<file path="config.mk">
export PLATFORM = sky130hd
export DESIGN_NAME = alm_dot_accumulator
export DESIGN_NICKNAME = d
export VERILOG_FILES = /design/src/rtl/alm_acc_pkg.sv /design/src/rtl/alm_sat_add.sv /design/src/rtl/alm_dot_accumulator.sv
export SDC_FILE = /design/constraint.sdc
export NUM_CORES = 1
export LEC_CHECK = 0
export ABC_AREA = 1
export CORE_ASPECT_RATIO = 0.6
export CORE_MARGIN = 3
export CORE_UTILIZATION = 50
export CTS_CLUSTER_DIAMETER = 100
export DETAILED_ROUTE_END_ITERATION = 10
export PLACE_DENSITY = 0.86
export SYNTH_ARGS = -nofsm -noshare
export SYNTH_HDL_FRONTEND = slang
export SYNTH_SLANG_ARGS = --single-unit
</file>
<file path="constraint.sdc">
create_clock -name i_clk -period 2.37 [get_ports i_clk]
set_input_delay 0.711 -clock i_clk [delete_from_list [all_inputs] [get_ports i_clk]]
set_output_delay 0.711 -clock i_clk [all_outputs]
set_load 0.01 [all_outputs]
</file>
<file path="src/rtl/alm_acc_pkg.sv">
// ============================================================================
// Module      : alm_acc_pkg
// Description : Shared types and constants for the dot-product accumulator.
// Revision    : 1.0 - initial release
// ============================================================================
`default_nettype none

package alm_acc_pkg;

    localparam int PROD_W = 32;

    typedef enum logic [1:0] {
        ST_IDLE = 2'd0,
        ST_ACC  = 2'd1,
        ST_DONE = 2'd2
    } acc_state_t;

endpackage

`default_nettype wire

</file>
<file path="src/rtl/alm_sat_add.sv">
// ============================================================================
// Module      : alm_sat_add
// Description : Accumulator + sign-extended product adder. With ALM_ACC_SAT_EN
//               defined the sum clamps to the signed range and flags overflow;
//               otherwise it wraps and the flag is tied low.
// Revision    : 1.0 - initial release
// ============================================================================
`default_nettype none

module alm_sat_add
    import alm_acc_pkg::*;
#(
    parameter int ACC_W = 40
) (
    input  logic [ACC_W-1:0]  i_a,
    input  logic [PROD_W-1:0] i_b,
    output logic [ACC_W-1:0]  o_sum,
    output logic              o_ovf
);

    logic signed [ACC_W-1:0] w_b_ext;
    assign w_b_ext = ACC_W'($signed(i_b));

`ifdef ALM_ACC_SAT_EN
    localparam logic [ACC_W-1:0] c_sat_max = {1'b0, {(ACC_W-1){1'b1}}};
    localparam logic [ACC_W-1:0] c_sat_min = {1'b1, {(ACC_W-1){1'b0}}};

    logic signed [ACC_W:0] w_wide;

    // One guard bit: overflow whenever the top two bits of the wide sum differ.
    assign w_wide = (ACC_W+1)'($signed(i_a)) + (ACC_W+1)'(w_b_ext);
    assign o_ovf  = w_wide[ACC_W] ^ w_wide[ACC_W-1];
    assign o_sum  = o_ovf ? (w_wide[ACC_W] ? c_sat_min : c_sat_max)
                          : w_wide[ACC_W-1:0];
`else
    assign o_sum = i_a + w_b_ext;
    assign o_ovf = 1'b0;
`endif

endmodule

`default_nettype wire

</file>
<file path="src/rtl/alm_dot_accumulator.sv">
// ============================================================================
// Module      : alm_dot_accumulator
// Description : Sums a length-prefixed stream of signed products and presents
//               the result on a valid/ready port. Optional saturation is
//               enabled with the ALM_ACC_SAT_EN macro.
// Revision    : 1.0 - initial release
// ============================================================================
`default_nettype none

module alm_dot_accumulator
    import alm_acc_pkg::*;
#(
    parameter int ACC_W = 40,
    parameter int LEN_W = 8
) (
    input  logic              i_clk,
    input  logic              i_rst_n,
    input  logic              i_start,
    input  logic [LEN_W-1:0]  i_len,
    output logic              o_busy,
    input  logic              i_p_valid,
    output logic              o_p_ready,
    input  logic [PROD_W-1:0] i_p_data,
    output logic              o_s_valid,
    input  logic              i_s_ready,
    output logic [ACC_W-1:0]  o_s_data,
    output logic              o_s_ovf
);

    acc_state_t       r_state;
    logic [ACC_W-1:0] r_acc;
    logic [LEN_W-1:0] r_rem;
    logic             r_ovf;
    logic             r_busy;
    logic             r_p_ready;
    logic             r_s_valid;

    logic [ACC_W-1:0] w_sum;
    logic             w_add_ovf;
    logic             w_beat;

    assign w_beat = i_p_valid & r_p_ready;

    alm_sat_add #(
        .ACC_W (ACC_W)
    ) u_sat_add (
        .i_a   (r_acc),
        .i_b   (i_p_data),
        .o_sum (w_sum),
        .o_ovf (w_add_ovf)
    );

    // Handshake flags are registered alongside the state so they never glitch.
    always_ff @(posedge i_clk or negedge i_rst_n) begin
        if (!i_rst_n) begin
            r_state   <= ST_IDLE;
            r_acc     <= '0;
            r_rem     <= '0;
            r_ovf     <= 1'b0;
            r_busy    <= 1'b0;
            r_p_ready <= 1'b0;
            r_s_valid <= 1'b0;
        end else begin
            case (r_state)
                ST_IDLE: begin
                    if (i_start) begin
                        r_acc  <= '0;
                        r_ovf  <= 1'b0;
                        r_busy <= 1'b1;
                        if (i_len != '0) begin
                            r_rem     <= i_len;
                            r_state   <= ST_ACC;
                            r_p_ready <= 1'b1;
                        end else begin
                            r_rem     <= '0;
                            r_state   <= ST_DONE;
                            r_s_valid <= 1'b1;
                        end
                    end
                end
                ST_ACC: begin
                    if (w_beat) begin
                        r_acc <= w_sum;
                        r_ovf <= r_ovf | w_add_ovf;
                        r_rem <= r_rem - 1'b1;
                        if (r_rem == LEN_W'(1)) begin
                            r_state   <= ST_DONE;
                            r_p_ready <= 1'b0;
                            r_s_valid <= 1'b1;
                        end
                    end
                end
                ST_DONE: begin
                    if (i_s_ready) begin
                        r_state   <= ST_IDLE;
                        r_s_valid <= 1'b0;
                        r_busy    <= 1'b0;
                    end
                end
                default: begin
                    r_state   <= ST_IDLE;
                    r_acc     <= '0;
                    r_rem     <= '0;
                    r_ovf     <= 1'b0;
                    r_busy    <= 1'b0;
                    r_p_ready <= 1'b0;
                    r_s_valid <= 1'b0;
                end
            endcase
        end
    end

    assign o_busy    = r_busy;
    assign o_p_ready = r_p_ready;
    assign o_s_valid = r_s_valid;
    assign o_s_data  = r_acc;
    assign o_s_ovf   = r_ovf;

endmodule

`default_nettype wire

</file>
==> impl_results.md <==
* Critical R2R Launch: o_s_data[0]
* Crit start category: input pin
* Peak VDD IR at 277 uV
* Final worst setup slack at -0.0386 ns
* Row count at 28
* Leakage Power at 0.00411 uW
* R2R depth at 10
* DRT Pass-1 Iters at 6
* Worst path slowest cell: clkdlybuf4s50_1
* Clk_skew at 0.00539 ns
* Worst R2R End: o_s_data[16]
* Die width at 138 um
* Crit end category: flop
* P per Cell Area at 286 nW/um^2
* Area Overhead vs Synth at 49.9%
* Simple-Gate Fraction of Synth Area at 0.415
* Drt total wl at 20100 um
* YS warnings at 0
* Starting Density at 0.522
* DR vias at 6608
* Final GP Congestion at 1.02
* Syn Nets at 955
* HPWL after detailed placement at 14000 um
* CTS buffer count at 5
* Busiest grt layer: met1
* Status: finished, violations left
* Worst reg2reg setup slack at 0.29 ns
* IO Pins at 89
* Async S/R FF share, synth at 1.00
* Crit-path leading delay family: buffers and inverters
* Via/cell ratio at 5.64
* Mux contribution to synthesized area at 0
* EDFF count, synth at 0
* Synth Area in XOR/XNOR at 0.0117
* Total gr overflow at 0
* Placed insts at 1156
* Initial antenna violation count at 0
* FF/Latch Area at 1330 sq um
* Max Cap Viol at 0
* Synth cell types at 35
* # diodes at 0
* Crit path buffers/inverters at 2
* IO Port Bufs at 87
* Fin cells at 1172
* Critical path, cell by cell: clkdlybuf4s50_1 > ha_4 > nand2_1 > nand2_1 > a21oi_4 > nor2_1 > nor2_2 > o21ai_4 > buf_4 > nand2_1 > nand2_1 > o21ai_1
* Synth Area per Inst at 6.05 sq um
* # DRC at 0
* Synthesized cell area at 5250 sq um
* Synth Register Bits at 53
* Critical Path RT at 2.60 ns
* Critical Path Fanout Max at 4
* Main flop type after synthesis: dfrtp_1
* CP most frequent cell: nand2_1
* Largest net degree at the start of global routing at 30
* Max frequency at 415 MHz
* DR iter-0 viols at 829
* WL/cell at 17.2 um
* Global-route wire length before repair at 28100 um
* Vias in the first global route at 5598
* Root Buffer: clkbuf_16
* Setup Crit Path Kind: in -> reg
* Final min period at 2.41 ns
* Multi-input logic area at 4200 sq um
* Met3 usage at 0.0760
* GRT Resource Usage Total at 0.293
* Clock transition at the registers of the reported paths at 0.08 ns
* # fillers at 676
* Hold WS at 0.421 ns
* Die height at 85.4 um
* Failing checks: setup timing
* Worst min path class: in -> async
* Actual transition at the worst max-transition pin at 0.651 ns
* Final #Nets at 1123
* Main combinational cell family by area after synthesis: simple AND/OR/NAND/NOR gates
* DRT antenna net count at 0
* Total core area at 10100 sq um
* GR Util met2 at 0.393
* Synth Instances at 868
* Layout cells sized above 1 at 0.264
* Met1 usage at 0.471
* Rel. slew slack at 0.566
* Area fraction in compound gates after synthesis at 0.116
* Slowest stage delay, CP at 0.51 ns
* CTS Buffer Depth at 2
* Die area at 11800 sq um
* Sequential share of the synthesized area at 0.253
* CTS Sinks at 53
* Final worst path period share at 1.02
* Hold Fails Final Rpt at 0
* Worst skew pair latency at 0.31 ns
* Arrival time of the worst setup path at 2.64 ns
* CTS H-tree depth at 2
* TritonCTS clock tree: done
* Setup violators final at 3
* Post-Synth Adder-Cell Area at 0.101
* Slew Limit Fails at 0
[report_power, final]
part / switching (uW) / internal (uW)
sequential: 5.32 / 907
clock: 395 / 401
combinational: 291 / 251
total: 691 / 1560
[state kept, by name, indices dropped and copies added, names as in the netlist]
name / flops
o_p_ready: 1
o_s_valid: 1
r_state: 2
o_s_data: 40
r_rem: 8
o_busy: 1
[how the worst max path moves through the flow]
| stage | from | end | slack, ns | cells past startpoint |
|---|---|---|---|---|
| global route | i_p_data[20] | o_s_data[33] | -0.14 | 14 |
| finish | i_p_data[9] | o_s_data[16] | -0.04 | 12 |
| CTS | i_p_data[31] | o_s_data[39] | 0.003 | 11 |
| floorplan | i_p_data[0] | o_s_data[24] | 0.14 | 10 |
| detailed placement | i_p_data[0] | o_s_data[32] | -0.41 | 11 |
| global placement | i_p_data[0] | o_s_data[32] | -0.37 | 11 |
[layout by cell type (no fill, tap or decap), types with 3 or more instances in the layout]
cell type	instances
ha_1	8
dlymetal6s2s_1	11
inv_2	5
nand2_2	47
a21oi_1	23
xnor2_1	4
clkdlybuf4s50_1	75
nor2_2	25
nor2_4	13
nand3_1	37
o21ai_1	7
dfrtp_1	53
nand2_1	285
o31ai_1	3
a21oi_2	17
ha_4	26
nand2_4	11
nand3_2	17
xor2_1	3
nand3b_1	4
nor2_1	62
ha_2	7
a21oi_4	5
buf_4	79
clkbuf_16	5
nor3_1	5
o21ai_0	46
inv_1	125
[synthesized netlist by cell type (2+ instances only)]
cell type / n / share of area
xnor2_1: 4 / 0.0067
o31ai_1: 3 / 0.0043
nor3_1: 7 / 0.0067
o21ai_1: 2 / 0.0019
o21ai_2: 2 / 0.0033
nand2_2: 18 / 0.021
a21oi_2: 3 / 0.0050
ha_1: 41 / 0.098
a21oi_1: 42 / 0.040
a31oi_1: 2 / 0.0024
a32oi_1: 2 / 0.0033
nand2_1: 325 / 0.23
nor2_1: 89 / 0.064
buf_2: 7 / 0.0067
xor2_1: 3 / 0.0050
nand3_2: 9 / 0.017
dfrtp_1: 53 / 0.25
buf_4: 2 / 0.0029
nor2_2: 6 / 0.0071
inv_1: 128 / 0.091
nor2_4: 5 / 0.011
nand3_1: 47 / 0.045
o21ai_0: 51 / 0.049
inv_2: 2 / 0.0014
a22o_1: 2 / 0.0033
nand3b_1: 4 / 0.0057
[kinds of logic after synthesis]
logic type | Yosys count
fa+ha+maj | 42
other cells | 1
compound gates | 112
buf+inv | 139
simple gates | 514
flops | 53
xor+xnor | 7
[per-stage QoR]
stage / power (uW) / util / setup TNS, ns / cell area (sq um) / setup slack, ns
global placement: 1340 / 0.679 / -8.25 / 6830 / -0.366
detailed placement: 1340 / 0.679 / -9.94 / 6830 / -0.406
global route: 2320 / 0.783 / -1.15 / 7880 / -0.138
floorplan: 1120 / - / 0 / 5250 / 0.144
CTS: 2140 / 0.703 / 0 / 7070 / 0.00296
finish: 2250 / 0.783 / -0.0985 / 7880 / -0.0386
[per-layer routing]
metal	part of all wire	wire length (um)
met1	0.43	8740
met4	0.018	364
met2	0.41	8150
met3	0.14	2870
met5	0	0
[what timing repair did]
item / 4_1_cts / 5_1_grt
buffers inserted: 1 / 6
pin swaps: 2 / 43
endpoints found under the setup margin: 15 / 27
hold buffers: 0 / 0
resized for setup: 15 / 177
cloned: 0 / 1
[final cells by class]
cell class | instances | area share
multi-input combinational | 676 | 0.533
clock buffer | 5 | 0.0159
timing repair buffer | 170 | 0.196
sequential | 53 | 0.168
tap | 135 | 0.0214
inverter | 130 | 0.0620
clock inverter | 3 | 0.00334
(Power assumes the default switching activity.)
